==> config.mk <==
export PLATFORM = sky130hd
export DESIGN_NAME = superscalar_iqueue
export DESIGN_NICKNAME = d
export VERILOG_FILES = /design/src/rtl/superscalar_iqueue.sv
export SDC_FILE = /design/constraint.sdc
export NUM_CORES = 2
export LEC_CHECK = 0
export BUFFER_PORTS_ARGS = -buffer_cell sky130_fd_sc_hd__buf_2
export CAP_MARGIN = 10
export CORE_AREA = 2 2 237 473
export DETAILED_ROUTE_END_ITERATION = 16
export DIE_AREA = 0 0 239 475
export PLACE_DENSITY = 0.71
export REMOVE_ABC_BUFFERS = 1
export SKIP_LAST_GASP = 1
export SYNTH_ARGS = -nofsm -noshare
export SYNTH_HDL_FRONTEND = slang
export SYNTH_SLANG_ARGS = --single-unit
==> constraint.sdc <==
create_clock -name clk -period 11.7 [get_ports clk]
set_input_delay 2.34 -clock clk [delete_from_list [all_inputs] [get_ports clk]]
set_output_delay 2.34 -clock clk [all_outputs]
set_load 0.02 [all_outputs]
==> src/rtl/superscalar_iqueue.sv <==
// Multi-lane circular instruction queue between fetch and rename.
// Up to WIDTH entries enqueue and dequeue per cycle; read lanes are first-word-fall-through.
module superscalar_iqueue #(
    parameter int unsigned DATA_WIDTH = 64,
    parameter int unsigned DEPTH      = 16,
    parameter int unsigned WIDTH      = 2,
    localparam int unsigned CW = $clog2(DEPTH + 1),
    localparam int unsigned TW = $clog2(WIDTH + 1)
) (
    input  logic                        clk,
    input  logic                        rst,
    input  logic                        flush,
    input  logic [WIDTH-1:0]            enq_valid,
    input  logic [WIDTH*DATA_WIDTH-1:0] enq_data,
    output logic                        enq_ready,
    output logic [WIDTH-1:0]            deq_valid,
    output logic [WIDTH*DATA_WIDTH-1:0] deq_data,
    input  logic [TW-1:0]               deq_take,
    output logic [CW-1:0]               count,
    output logic                        empty,
    output logic                        full
);

    localparam int unsigned AW = $clog2(DEPTH);
    localparam int unsigned PW = AW + 1;

    logic [PW-1:0]         wptr_q, wptr_d;
    logic [PW-1:0]         rptr_q, rptr_d;
    logic [DATA_WIDTH-1:0] mem_q [DEPTH];

    logic [PW-1:0] used;
    logic [CW-1:0] free;
    logic [TW-1:0] n_enq;
    logic [TW-1:0] n_avail;
    logic [TW-1:0] n_deq;
    logic          run;
    logic          we   [WIDTH];
    logic [AW-1:0] widx [WIDTH];
    logic [AW-1:0] ridx;

    // Extra pointer bit distinguishes full from empty.
    assign used  = wptr_q - rptr_q;
    assign count = CW'(used);
    assign free  = CW'(DEPTH) - count;
    assign empty = (count == '0);
    assign full  = (count == CW'(DEPTH));

    // Only whole lane groups are accepted, so readiness needs room for WIDTH entries.
    assign enq_ready = (free >= CW'(WIDTH));

    assign n_avail = (count > CW'(WIDTH)) ? TW'(WIDTH) : TW'(count);
    assign n_deq   = (deq_take > n_avail) ? n_avail : deq_take;

    // Lanes past the first idle lane are ignored to keep program order contiguous.
    always_comb begin
        n_enq = '0;
        run   = 1'b1;
        for (int i = 0; i < WIDTH; i++) begin
            if (run && enq_valid[i]) begin
                n_enq = n_enq + TW'(1);
            end else begin
                run = 1'b0;
            end
        end
    end

    always_comb begin
        for (int i = 0; i < WIDTH; i++) begin
            we[i]   = enq_ready && !flush && (TW'(i) < n_enq);
            widx[i] = wptr_q[AW-1:0] + AW'(i);
        end
    end

    always_comb begin
        deq_data  = '0;
        deq_valid = '0;
        ridx      = '0;
        for (int i = 0; i < WIDTH; i++) begin
            ridx                                    = rptr_q[AW-1:0] + AW'(i);
            deq_data[i*DATA_WIDTH +: DATA_WIDTH]    = mem_q[ridx];
            deq_valid[i]                            = (TW'(i) < n_avail);
        end
    end

    always_comb begin
        wptr_d = wptr_q;
        rptr_d = rptr_q;
        if (flush) begin
            wptr_d = '0;
            rptr_d = '0;
        end else begin
            if (enq_ready) begin
                wptr_d = wptr_q + PW'(n_enq);
            end
            rptr_d = rptr_q + PW'(n_deq);
        end
    end

    always_ff @(posedge clk or posedge rst) begin
        if (rst) begin
            wptr_q <= '0;
            rptr_q <= '0;
        end else begin
            wptr_q <= wptr_d;
            rptr_q <= rptr_d;
        end
    end

    // Storage is intentionally left unreset; validity comes from the pointers.
    always_ff @(posedge clk) begin
        for (int i = 0; i < WIDTH; i++) begin
            if (we[i]) begin
                mem_q[widx[i]] <= enq_data[i*DATA_WIDTH +: DATA_WIDTH];
            end
        end
    end

endmodule

Word-level counts from Yosys, hierarchy flattened
Memory sizes are Yosys's and may differ from the RTL's.
Cells that the tools add are included.
{"block": "totals", "wordCells": 37, "memories": 1, "latch_bits": 0, "ff_bits": 10, "ram_bits": 1024, "input_bits": 135, "mem_bits_ro": 0}
{"block": "classes", "mux": 12, "bitwise": 0, "magnitude_cmp": 7, "shift": 0, "mul": 0, "n_reduce_logical": 7, "n_addsub": 7, "n_div": 0, "eq_ne": 1}
{"memory": "mem_q", "depth": 16, "word_bits": 64, "read_ports": 2, "rd_clocked_by_memory_dff": 0, "wr": 2, "line_no": "29", "source": "logic [DATA_WIDTH-1:0] mem_q [DEPTH];"}
{"operator": "$mux 5", "count": 3}
{"operator": "$add 5x2->5", "count": 2}
{"operator": "$add 4x1->4 const B", "count": 2}
{"operator": "$lt 1x2->1 const A", "count": 4}
{"operator": "$mux 1", "count": 6}
{"operator": "$mux 2", "count": 3}
{"operator": "$eq 5x5->1 const B", "count": 1}
{"operator": "$ge 5x2->1 const B", "count": 1}
{"operator": "$gt 5x2->1 const B", "count": 1}
{"operator": "$logic_not 5->1", "count": 1}
{"operator": "$sub 5x5->5", "count": 1}
{"operator": "$sub 5x5->5 const A", "count": 1}
{"operator": "$logic_and 1x1->1", "count": 4}
{"operator": "$add 1x1->2 const B", "count": 1}
{"operator": "$gt 2x2->1", "count": 1}
{"operator": "$reduce_bool 2->1", "count": 1}
{"operator": "$logic_not 1->1", "count": 1}

Depth between registers and ports, before layout
{"block": "logic_depth", "ltp_word": 7, "depth_mapped": 19, "ltp_nobuf": 17}

Least setup slack after synthesis
OpenSTA, ideal clock, no wires.
{"block": "synth_timing", "path_type": "register to register", "start": "register rptr_q[1]", "end": "memory mem_q[12][0], enable pin", "slack_ps": 2438, "arrival_time_ps": 8684, "stages_incl_launch_ff": 17, "path_cell_list": "dfrtp_1 -> clkbuf_1 -> buf_2 -> buf_1 -> inv_1 -> fa_1 -> inv_1 -> ha_1 -> nand2_1 -> nor2_1 -> ha_1 -> nor2_1 -> nand3_1 -> buf_2 -> clkbuf_1 -> nor2_1 -> nor3b_1"}
{"element": "start, declared", "line_no": "28", "source": "logic [PW-1:0] rptr_q, rptr_d;"}
{"element": "start signal, assigned", "line_no": "105", "source": "rptr_q <= rptr_d;"}
{"element": "end, declared", "line_no": "29"}

Worst setup path after layout
{"block": "layout_timing", "start": "register rptr_q[0]", "end": "output deq_data[82]"}
{"block": "layout_via", "elab_chain_cells": 2}
{"element": "$add 4x1->4", "line_no": "79", "source": "ridx = rptr_q[AW-1:0] + AW'(i);"}
{"element": "$mem_v2 16x64"}
{"element": "end, declared", "line_no": "17", "source": "output logic [WIDTH*DATA_WIDTH-1:0] deq_data,"}
No other way between the ends.

==> results.ini <==
[critical_path]
required_ns = 9.36
worstRegToRegCells = 15
r2r_setup_slack_ns = 5.43
crit_type = flop to output port
r2r-end = mem_q[7][1]$_DFFE_PP_
path_common_cell = buf_4
path_cells = buf_4 > buf_4 > buf_4 > mux4_2 > mux4_2 > buf_2
critPathLaunchType = flop
path_max_fanout = 61
crit_arrival_ns = 5.87
r2r-start = rptr_q[0]$_DFF_PP0_
cp-end-kind = output port
cp_slowest_cell = dfrtp_4
max_stage_delay_ns = 0.96

[yosys]
synth_edf_count = 1024
syn_area_um2 = 60100
postSynthAreaPerCell_um2 = 18.5
synth_async_sr_flop_share_pct = 0.967
seq_area_frac_synth_pct = 51.6
synthCells = 3242
yosys_most_used_dff = edfxtp_1
synth_cell_types = 52
ys_warn_count = 0
ys_ff_latch = 1034

[sta]
slew_headroom_pct = 15.6
rsz0062_at_grt = false
fin_tns_setup_ns = 0
clock_skew_ns = 0.0294
setup_viol = 0
hold_slack_ns = 0.576
worst_slew_pin_slew_ns = 1.26
finalCritPeriodShare_pct = 70.2
setup_slack_ns = 3.49
fmax_mhz = 122
finalWorstPathRequiredPeriod_ns = 8.21
hold_violations = 0
finalMaxSlewViolations = 0

[route]
num_vias = 35724
wire_per_inst_um = 38.8
vias_per_cell = 7.43
ant_nets = 0
dr.pass1.iters = 5
drt_iter0_drc = 4482
drcViolationCount = 0
wirelength_mm = 187

[finish]
layout.nets = 3473
layout.cells.non_filler = 4806
seq_area_um2 = 31000
area_growth_pct = 8.88
final_util_pct = 59.6
multi_input_area_um2 = 27600
fillerInstances = 7976
final_cell_mix = edfxtp_1, mux2_2, mux4_2, buf_2, clkbuf_16
final_common_cell = edfxtp_1
layout-drive-gt1-share_pct = 64.6

[placed_design]
dp_hpwl_mm = 99.2
dp_worst_setup_slack_ns = 4.20
dp_cells = 4618
gp_congestion = 0.816
io_buffer_count = 272

[pwr]
swShare_pct = 36.3
powerDensity_nw_per_um2 = 206
p_int_uw = 8590
p_comb_share_pct = 43.7
ir_drop_uv = 1140
p_clk_share_pct = 22.8
pwr-share-seq_pct = 33.6
netSwitchingPower_uw = 4890
leakagePower_uw = 0.0213

[cts]
ctsResizeCount = 0
ctsHtreeMaxLevel = 3
post_cts_buffers = 0
cts_tree = built
cts_sinks = 1034
root_buffer = clkbuf_16
cts_hold_buf = 0
clk_latency_ns = 0.71
cts_max_path_buffers = 3
cts_buffers = 94
path_clk_slew_ns = 0.07

[run_status]
status = complete, no violations

[floorplan]
fp.dieW_um = 239
die-area_um2 = 114000
coreArea_um2 = 110000
die_h_um = 475
io_pins = 273
fp-row-count = 172
start_util_pct = 54.8

[worst_hold_path]
hold_start = rptr_q[4]$_DFF_PP0_
hold-path-endpoint = rptr_q[4]$_DFF_PP0_
hold_depth = 2
hold_class = flop to flop

[global_route]
gr-total-overflow = 0
grt_pass1_vias = 38130
grt_first_pass_wirelength_mm = 269
antenna_found_initial = 34
grt_max_degree = 145
grtUsageTotal_pct = 33.4

[flow_run]
cap_violations = 0

-- through the flow --
step	instance area, um2	power, uW
3_5_place_dp	62500	10500
2_1_floorplan	58500	10200
4_1_cts	65400	13500
6_report	65500	13500
3_3_place_gp	62500	10300
5_1_grt	65400	13900
-- layout make-up --
cell class,instances,area share [%]
diodes,18,0.0688
clock buffers,121,3.88
clock inverters,49,0.575
inverters,15,0.0937
multi-input cells,1817,42.2
flip-flops and latches,1034,47.4
well taps,1392,2.66
repair buffers,360,3.15
-- layer usage --
metal | track usage (%) | wire [um] | vias to the layer above
met1 | 42.6 | 66300 | 19148
met2 | 55.7 | 93400 | 2201
met5 | 0 | 278 | -
li1 | - | - | 13819
met4 | 12.9 | 7450 | 44
met3 | 7.64 | 19400 | 512
-- sequential cells by signal, indices dropped and copies added, names as in the netlist --
signal / flops
mem_q: 1024
rptr_q: 5
wptr_q: 5
-- logic make-up after synthesis --
| kind of cell | Yosys count | share of synthesized area (%) |
|---|---|---|
| DFF | 1034 | 51.6 |
| muxes | 1666 | 43.6 |
| xor gates and xnor gates | 12 | 0.250 |
| and+or+nand+nor | 81 | 0.708 |
| buffers and inverters | 391 | 2.85 |
| adders and majority gates | 16 | 0.370 |
| AOI/OAI and AO/OA | 42 | 0.703 |
-- how the worst max path moves through the flow --
stage	cells after the start	slack (ns)	startpoint	endpoint
after detailed placement	6	4.20	rptr_q[0]$_DFF_PP0_	deq_data[82]
after global routing	6	3.15	rptr_q[0]$_DFF_PP0_	deq_data[82]
final	6	3.49	rptr_q[0]$_DFF_PP0_	deq_data[82]
after floorplan	3	-12.30	rptr_q[0]$_DFF_PP0_	deq_data[100]
after global placement	6	4.34	rptr_q[0]$_DFF_PP0_	deq_data[82]
after CTS	6	3.43	rptr_q[0]$_DFF_PP0_	deq_data[82]
-- synth_stat cells, types with 2 or more instances --
master / count / share of area [%]
edfxtp_1: 1024 / 51
mux2_2: 955 / 18
mux4_2: 640 / 24
clkbuf_1: 222 / 1.4
buf_2: 101 / 0.84
mux2_4: 60 / 1.5
buf_1: 45 / 0.28
nor2_1: 24 / 0.15
nand2_1: 15 / 0.094
inv_1: 14 / 0.087
nor3_1: 14 / 0.12
ha_1: 13 / 0.27
dfrtp_1: 10 / 0.42
mux2_1: 9 / 0.17
o211ai_2: 9 / 0.19
xnor2_1: 8 / 0.12
a21oi_1: 7 / 0.058
buf_12: 7 / 0.23
o21ai_0: 6 / 0.050
o211ai_4: 5 / 0.18
nor2b_1: 4 / 0.042
a21o_1: 3 / 0.037
and2_1: 3 / 0.031
fa_1: 3 / 0.10
nand2b_1: 3 / 0.031
nand3_1: 3 / 0.025
nor3_2: 3 / 0.050
or3_1: 3 / 0.031
a211oi_1: 2 / 0.025
a31oi_1: 2 / 0.021
mux2i_1: 2 / 0.033
nor3b_1: 2 / 0.025
o21ai_4: 2 / 0.054
-- power by group through the flow --
stage | Sequential, uW | Combinational (uW) | Clock [uW]
after global placement | 4580 | 5760 | 0
after CTS | 4520 | 5900 | 3090
after global routing | 4540 | 6170 | 3210
after detailed placement | 4600 | 5870 | 0
after floorplan | 4840 | 5340 | 0
final | 4520 | 5880 | 3070
-- critical path: cells and delay by family, from the launching register on --
kind,cells,cell delay [ns]
buffers and inverters,4,2.81
muxes,2,1.16
DFF,1,0.96
Note: power is estimated with default switching activity, not from simulation.
